===== config.mk =====
export PLATFORM = sky130hd
export DESIGN_NAME = btn_debounce
export DESIGN_NICKNAME = d
export VERILOG_FILES = /design/src/rtl/btn_debounce_pkg.sv /design/src/rtl/btn_debounce_sync2.sv /design/src/rtl/btn_debounce.sv
export SDC_FILE = /design/constraint.sdc
export NUM_CORES = 1
export LEC_CHECK = 0
export CORE_MARGIN = 1
export CORE_UTILIZATION = 45
export DETAILED_ROUTE_END_ITERATION = 8
export GPL_TIMING_DRIVEN = 0
export PLACE_DENSITY_LB_ADDON = 0.2
export SETUP_SLACK_MARGIN = 0.1
export SKIP_CTS_REPAIR_TIMING = 1
export SYNTH_ARGS = -nofsm -noshare
export SYNTH_HDL_FRONTEND = slang
export SYNTH_SLANG_ARGS = --single-unit
export TNS_END_PERCENT = 5

===== constraint.sdc =====
create_clock -name clk -period 2 [get_ports clk]
set_clock_uncertainty 0.15 [all_clocks]
set_input_delay 0.4 -clock clk [delete_from_list [all_inputs] [get_ports clk]]
set_output_delay 0.4 -clock clk [all_outputs]
set_load 0.01 [all_outputs]

===== src/rtl/btn_debounce_pkg.sv =====
// Shared types and constants for the push-button debouncer (package btn_pkg).
package btn_pkg;

  localparam int CNT_W = 24;

  typedef enum logic [1:0] {
    IDLE         = 2'd0,
    PRESS_WAIT   = 2'd1,
    HELD         = 2'd2,
    RELEASE_WAIT = 2'd3
  } btn_state_t;

  // Raw pin level that means "not pressed" for a given polarity.
  function automatic logic released_level(input int active_low);
    return (active_low != 0);
  endfunction

endpackage


===== src/rtl/btn_debounce_sync2.sv =====
// Two-flop synchronizer (module sync2); RST_VAL is the level both flops take in reset.
module sync2 #(
  parameter logic RST_VAL = 1'b0
) (
  input  logic clk,
  input  logic rst,
  input  logic d,
  output logic q
);

  logic d_p0;

  always_ff @(posedge clk or posedge rst) begin
    if (rst) begin
      d_p0 <= RST_VAL;
      q    <= RST_VAL;
    end else begin
      d_p0 <= d;
      q    <= d_p0;
    end
  end

endmodule


===== src/rtl/btn_debounce.sv =====
// Push-button debouncer with registered one-cycle press pulse and debounced level.
// Optional auto-repeat while held: define BTN_DEBOUNCE_REPEAT_EN.
module btn_debounce
  import btn_pkg::*;
#(
  parameter int DEBOUNCE_TIME = 240000,
  parameter int ACTIVE_LOW    = 1,
  parameter int REPEAT_DELAY  = 6000000,
  parameter int REPEAT_RATE   = 1200000
) (
  input  logic clk,
  input  logic rst,
  input  logic btn,
  output logic trigx,
  output logic level
);

  localparam int               CNT_MAX = (1 << CNT_W) - 1;
  localparam logic             PIN_REL = released_level(ACTIVE_LOW);
  localparam logic [CNT_W-1:0] DB_LAST = CNT_W'(DEBOUNCE_TIME - 1);

  if (DEBOUNCE_TIME < 1 || DEBOUNCE_TIME > CNT_MAX) begin : g_bad_debounce
    $error("btn_debounce: DEBOUNCE_TIME out of range");
  end
  if (REPEAT_DELAY < 1 || REPEAT_DELAY > CNT_MAX) begin : g_bad_delay
    $error("btn_debounce: REPEAT_DELAY out of range");
  end
  if (REPEAT_RATE < 2 || REPEAT_RATE > CNT_MAX) begin : g_bad_rate
    $error("btn_debounce: REPEAT_RATE out of range");
  end

  logic             btn_p1;
  logic             s;
  btn_state_t       state;
  btn_state_t       state_nx;
  logic [CNT_W-1:0] cnt;
  logic [CNT_W-1:0] cnt_nx;
  logic             cnt_done;
  logic             trig_nx;
  logic             level_nx;
  logic             rpt_fire;

  sync2 #(
    .RST_VAL(PIN_REL)
  ) u_sync (
    .clk(clk),
    .rst(rst),
    .d  (btn),
    .q  (btn_p1)
  );

  // s is 1 while the synchronized pin reads "pressed".
  assign s        = btn_p1 ^ PIN_REL;
  assign cnt_done = (cnt == DB_LAST);

  always_ff @(posedge clk or posedge rst) begin
    if (rst) begin
      state <= IDLE;
      cnt   <= '0;
      trigx <= 1'b0;
      level <= 1'b0;
    end else begin
      state <= state_nx;
      cnt   <= cnt_nx;
      trigx <= trig_nx;
      level <= level_nx;
    end
  end

  always_comb begin
    state_nx = state;
    cnt_nx   = cnt;
    case (state)
      IDLE: begin
        if (s) begin
          state_nx = PRESS_WAIT;
          cnt_nx   = '0;
        end
      end
      PRESS_WAIT: begin
        if (!s) begin
          state_nx = IDLE;
          cnt_nx   = '0;
        end else if (cnt_done) begin
          state_nx = HELD;
        end else begin
          cnt_nx = cnt + 1'b1;
        end
      end
      HELD: begin
        if (!s) begin
          state_nx = RELEASE_WAIT;
          cnt_nx   = '0;
        end
      end
      RELEASE_WAIT: begin
        if (s) begin
          state_nx = HELD;
        end else if (cnt_done) begin
          state_nx = IDLE;
        end else begin
          cnt_nx = cnt + 1'b1;
        end
      end
      default: begin
        state_nx = IDLE;
        cnt_nx   = '0;
      end
    endcase
  end

  // Pulse only on a completed press debounce; a bounce back from RELEASE_WAIT is silent.
  always_comb begin
    trig_nx  = ((state == PRESS_WAIT) && s && cnt_done) || rpt_fire;
    level_nx = (state_nx == HELD) || (state_nx == RELEASE_WAIT);
  end

`ifdef BTN_DEBOUNCE_REPEAT_EN
  localparam logic [CNT_W-1:0] DELAY_LAST = CNT_W'(REPEAT_DELAY - 1);
  localparam logic [CNT_W-1:0] RATE_LAST  = CNT_W'(REPEAT_RATE - 1);

  logic [CNT_W-1:0] rpt_cnt;
  logic             rpt_phase;
  logic             rpt_hit;

  // rpt_phase=0 times the initial delay, 1 times the periodic rate.
  always_comb begin
    rpt_hit  = rpt_phase ? (rpt_cnt == RATE_LAST) : (rpt_cnt == DELAY_LAST);
    rpt_fire = (state == HELD) && s && rpt_hit && !trigx;
  end

  always_ff @(posedge clk or posedge rst) begin
    if (rst) begin
      rpt_cnt   <= '0;
      rpt_phase <= 1'b0;
    end else if (state != HELD || state_nx != HELD) begin
      rpt_cnt   <= '0;
      rpt_phase <= 1'b0;
    end else if (rpt_fire) begin
      rpt_cnt   <= '0;
      rpt_phase <= 1'b1;
    end else if (!rpt_hit) begin
      rpt_cnt <= rpt_cnt + 1'b1;
    end
  end
`else
  assign rpt_fire = 1'b0;
`endif

endmodule

# Word-level counts from Yosys, hierarchy flattened
# Cells that the tools add are included.
[word_totals] register_bits=30 elab_cells=35 out_inout_bits=2 in_bits=3
[op_classes] n_reduce_logical=5 eq_ne=9 n_addsub=1 mux=13 bitwise_logic=1
[ops] op="two-way mux 24 bit" count=5
[ops] op="case mux 24 bit (4 select lines)" count=1
[ops] op="adder 24 x 1 -> 24 bit, second input constant" count=1
[ops] op="equality test 24 x 18 -> 1 bit, second input constant" count=1
[ops] op="two-way mux 2 bit" count=6
[ops] op="equality test 2 bit, second input constant" count=4
[ops] op="case mux 2 bit (4 select lines)" count=1
[ops] op="!= test 2 x 1 -> 1 bit, second input constant" count=2
[ops] op="AND reduction 3 bit" count=1
[ops] op="equality test 2 x 1 -> 1 bit, second input constant" count=1
[ops] op="logical AND 1 bit" count=2
[ops] op="zero test 2 bit" count=1
[ops] op="!= test 2 bit, second input constant" count=1
[ops] op="logical OR 1 bit" count=1
[ops] op="inverter 1 bit" count=1

# Logic depth before layout (Yosys ltp)
[depth] word_depth=6 mapped_depth=7 ltp_nobuf=6

# By module
# A second synthesis with hierarchy kept.
[unflattened] hier_cells=196 hier_area_um2=1771.7
[modules_own_cells] mod="btn_debounce" cells_each=193 area_per_inst_um2=1715.4 n_inst=1
[modules_own_cells] mod="sync2" cells_each=3 area_per_inst_um2=56.3 n_inst=1

# Least setup slack after synthesis
# OpenSTA, ideal clock, no wires.
[synth_path] kind="reg2reg" startpoint="reg cnt[0]" endpoint="reg cnt[18]" period_less_slack_ps=1995 stages_incl_launch_ff=7 path_buffers=0 path_slack_ps=5 arrival_ps=1717 required_time_ps=1722 path_cell_list="dfrtp_1 ha_1 nand4_1 nor4_1 a31oi_1 o21ai_0 o31ai_1"
[synth_between] elab_chain_len=4
[synth_rtl] element="start, declared" line="btn_debounce.sv:36" rtl="logic [CNT_W-1:0] cnt;"
[synth_rtl] element="start signal, assigned" line="btn_debounce.sv:64" rtl="cnt <= cnt_nx;"
[synth_rtl] element="adder 24 x 1 -> 24 bit / equality test 24 x 18 -> 1 bit (equally long branches)" line="btn_debounce.sv:87, btn_debounce.sv:102, btn_debounce.sv:54"
[synth_rtl] element="two-way mux 24 bit (*)" line="btn_debounce.sv:84, btn_debounce.sv:99"
[synth_rtl] element="two-way mux 24 bit (on tied branches)" line="btn_debounce.sv:97, btn_debounce.sv:81"
[synth_rtl] element="case mux 24 bit (4 select lines) (*)" line="btn_debounce.sv:73" rtl="case (state)"
# Every way passes the cells marked *; elsewhere a longest branch is shown, timed or not. The select of a mux whose other input is x is not followed.
# A chain may end at the register's enable or synchronous reset.

# Worst setup path in the final report
[layout_path] startpoint="reg cnt[6]" endpoint="reg cnt[17]"
# Same word-level chain as after synthesis.

==> summary.md <==
| Metric | Value |
|---|---|
| Worst Tran Pin Value | around 1.1 ns |
| Wire per inst | about 16 um |
| Unrepaired setup endpoints after global routing | yes |
| Leak | between 0.0008 and 0.0009 uW |
| Final hold violations | 0 |
| Root Buffer | clkbuf_4 |
| Class of the most critical setup path | flip-flop to flip-flop |
| Initial drt markers | 119 |
| CTS Buf Count | 5 |
| Fillcell total | 285 |
| GRT Residual Overflow | 0 |
| # IOs | 5 |
| Max-Cap Viols | 0 |
| CP Launch Type | flip-flop |
| Die Width | about 60 um |
| Mapped Cells | 180 |
| Initial antenna violation count | 0 |
| Largest net degree at the start of global routing | 30 |
| Die area | approximately 3800 um2 |
| Diode count | 0 |
| Clock latency on the worst-skew pair | approximately 0.34 ns |
| Final wirelength | about 4100 um |
| Final Cycle Share | a little over nine tenths |
| Vias | between 1000 and 1500 |
| Synthesized cell area | 1609 um2 |
| Die Height | roughly 60 um |
| Setup slack after layout | ~0.040 ns |
| Synth area leaders | dfrtp_1, o21ai_0, nand3_1, nand2_1, dfstp_2 |
| Fmax | slightly above 500 MHz |
| Yosys cell types | 39 |
| Outcome | complete, no violations |
| Syn_nets | about 180 |
| Total Routing Usage GR | approximately a fifth |
| Vias in the first global route | around 1200 |
| Pre-CTS WS | -0.2030 ns |
| Nets | between 200 and 250 |
| Vias per cell | ~5.9 |
| Syn. warnings | 0 |
| Initial Util | between 40% and 50% |
| CORE AREA | between 3000 and 4000 um2 |
| Port Buf Inserts | 4 |
| Flops & latches, synth | 29 |
| Post-synth top area cell | dfrtp_1 |
| CTS tree | built |
| Synthesized area per cell | 8.939 um2 |
| Max-slew violations | 0 |
| Data required, critical path | 2.13 ns |
| First-pass GRT wire length | about 5800 um |
| Slew margin rel. | between 20% and 30% |
| Worst Path Arrival | approximately 2.1 ns |
| Sequential area share after synthesis | about 45% |
| Max Root-Sink Buffers | 2 |
| Synthesis-to-layout area growth | 28.46% |
| Antenna-violating nets left | 0 |
| Worst-path fanout max | 5 |
| Crit. End Element | flip-flop |
| Clock-pin slew on the worst setup and hold paths | roughly 0.090 ns |
| Min cycle time layout | about 2.0 ns |
| CTS sink count | 29 |
| Hold Path Class | flip-flop to flip-flop |
| Post-route DRC | 0 |
| Final core occ | roughly three fifths |
| DRT Pass-1 Iters | 4 |
| FP Rows | 21 |
| Final Wtd Congestion | 0.9534 |
| Post-synth top area share | between 40% and 50% |
| VDD IR max | around 340 uV |
| Layout cell share with drive strength beyond 1 | between 30 and 40% |
| Pwr Density | 542.2 nW/um2 |
| # setup viols final | 0 |
| Pwr Total | approximately 1100 uW |
| DP HPWL | between 2000 and 3000 um |
| Number of H-tree levels | 2 |
layout by cell type (no fill, tap or decap), types with 2 or more instances in the layout:
cell type	synthesis	final
nor3_1	6	6
inv_1	6	6
clkdlybuf4s50_1	0	4
xnor2_1	4	3
nor4_1	4	2
dfrtp_1	27	16
or3_1	5	4
o21ai_0	29	21
dfrtp_2	0	11
nand4_1	5	5
nor4_4	1	3
a31oi_1	4	4
clkbuf_8	0	2
buf_4	0	12
dfstp_2	2	2
nor2_1	8	7
o21ai_1	0	4
nand2_2	1	2
and3_1	3	3
a21oi_1	9	8
o21ai_2	0	4
nand3_2	0	2
nor4b_2	0	2
clkbuf_4	0	6
and2_1	4	3
or4_1	2	2
nand3_1	14	12
buf_6	0	4
clkbuf_2	0	2
a22o_1	2	2
nand2_1	17	16
per-layer routing:
layer | vias up | part of all wire, % | wire [um] | GRT usage, %
met3 | 7 | 4.5 | 183 | 4.969
met1 | 726 | 45 | 1822 | 29.00
li1 | 729 | - | - | -
met2 | 32 | 49 | 2011 | 32.26
met5 | - | 0 | 0 | 0
met4 | 0 | 1.2 | 47 | 6.667
layout make-up:
type	count	area, um2	share of cell area (%)
tap	46	57.56	2.785
clock inverter	1	5.005	0.2421
clock buffer	7	65.06	3.148
timing repair buffer	18	152.6	7.385
inverter	6	22.52	1.090
buffer	5	40.04	1.937
multi-input combinational	140	982.2	47.52
sequential	29	742.0	35.90
logic make-up (layout without fill, tap and decap cells):
logic type	count (synthesis)	after routing	share of synthesized area (%)
xor+xnor	5	5	2.721
buf+inv	11	37	2.643
fa+ha+maj	1	1	0.7775
simple gates	83	83	30.48
flops	29	29	45.26
compound gates	50	50	17.50
mux	1	1	0.6221
final timing paths:
| kind | from | to | cells after the start | slack (ns) |
|---|---|---|---|---|
| worst max-delay path | cnt[6] | cnt[17] | 6 | 0.04 |
| worst min-delay path | u_sync.d_p0 | u_sync.q | 0 | 0.21 |
| worst max register to register | cnt[6] | cnt[17] | 6 | 0.04 |
| worst min register to register | u_sync.d_p0 | u_sync.q | 0 | 0.21 |
| max in group asynchronous | rst | cnt[2] | 2 | 0.46 |
| min in group asynchronous | rst | state[0] | 2 | 0.49 |
cell usage after synthesis, drive strengths merged:
| master | number |
|---|---|
| a21oi | 9 |
| a22o | 2 |
| a31o | 1 |
| a31oi | 4 |
| and2 | 4 |
| and3 | 3 |
| and4 | 3 |
| buf | 1 |
| clkbuf | 4 |
| dfrtp | 27 |
| dfstp | 2 |
| ha | 1 |
| inv | 6 |
| mux2i | 1 |
| nand2 | 18 |
| nand2b | 2 |
| nand3 | 14 |
| nand4 | 6 |
| nand4b | 1 |
| nor2 | 8 |
| nor3 | 6 |
| nor4 | 5 |
| nor4b | 3 |
| nor4bb | 2 |
| o211ai | 1 |
| o21a | 1 |
| o21ai | 29 |
| o311ai | 1 |
| o31ai | 1 |
| o41ai | 1 |
| or2 | 1 |
| or3 | 5 |
| or4 | 2 |
| xnor2 | 4 |
| xor2 | 1 |
worst max-delay path: stages, from the launching register on:
cell	delay, ns
dfrtp_2	0.44
nand4_4	0.16
nor4_4	0.38
nand2_2	0.15
buf_6	0.15
or4_1	0.40
nand3_1	0.08
sequential cells by signal, summed over array words and instances (netlist names):
name         flops
u_sync.q         1
u_sync.d_p0      1
level            1
trigx            1
state            1
cnt             24
report_power, final:
| part | switching [uW] | total, uW | leakage [uW] | internal, uW |
|---|---|---|---|---|
| clock | 215 | 418 | 0.0000413 | 203 |
| sequential | 12.1 | 608 | 0.000376 | 596 |
| combinational | 58.4 | 94.1 | 0.000410 | 35.7 |
metrics by stage:
step	cells	setup TNS [ns]	hold slack, ns	area [um2]
after floorplan	180	0	0.1952	1615
after global placement	230	-1.271	0.1977	1713
after detailed placement	230	-1.928	0.2011	1713
after CTS	238	-2.247	0.2146	1783
after global routing	252	-0.05105	0.2175	2067
final	252	0	0.2123	2067
(Power assumes the default switching activity.)
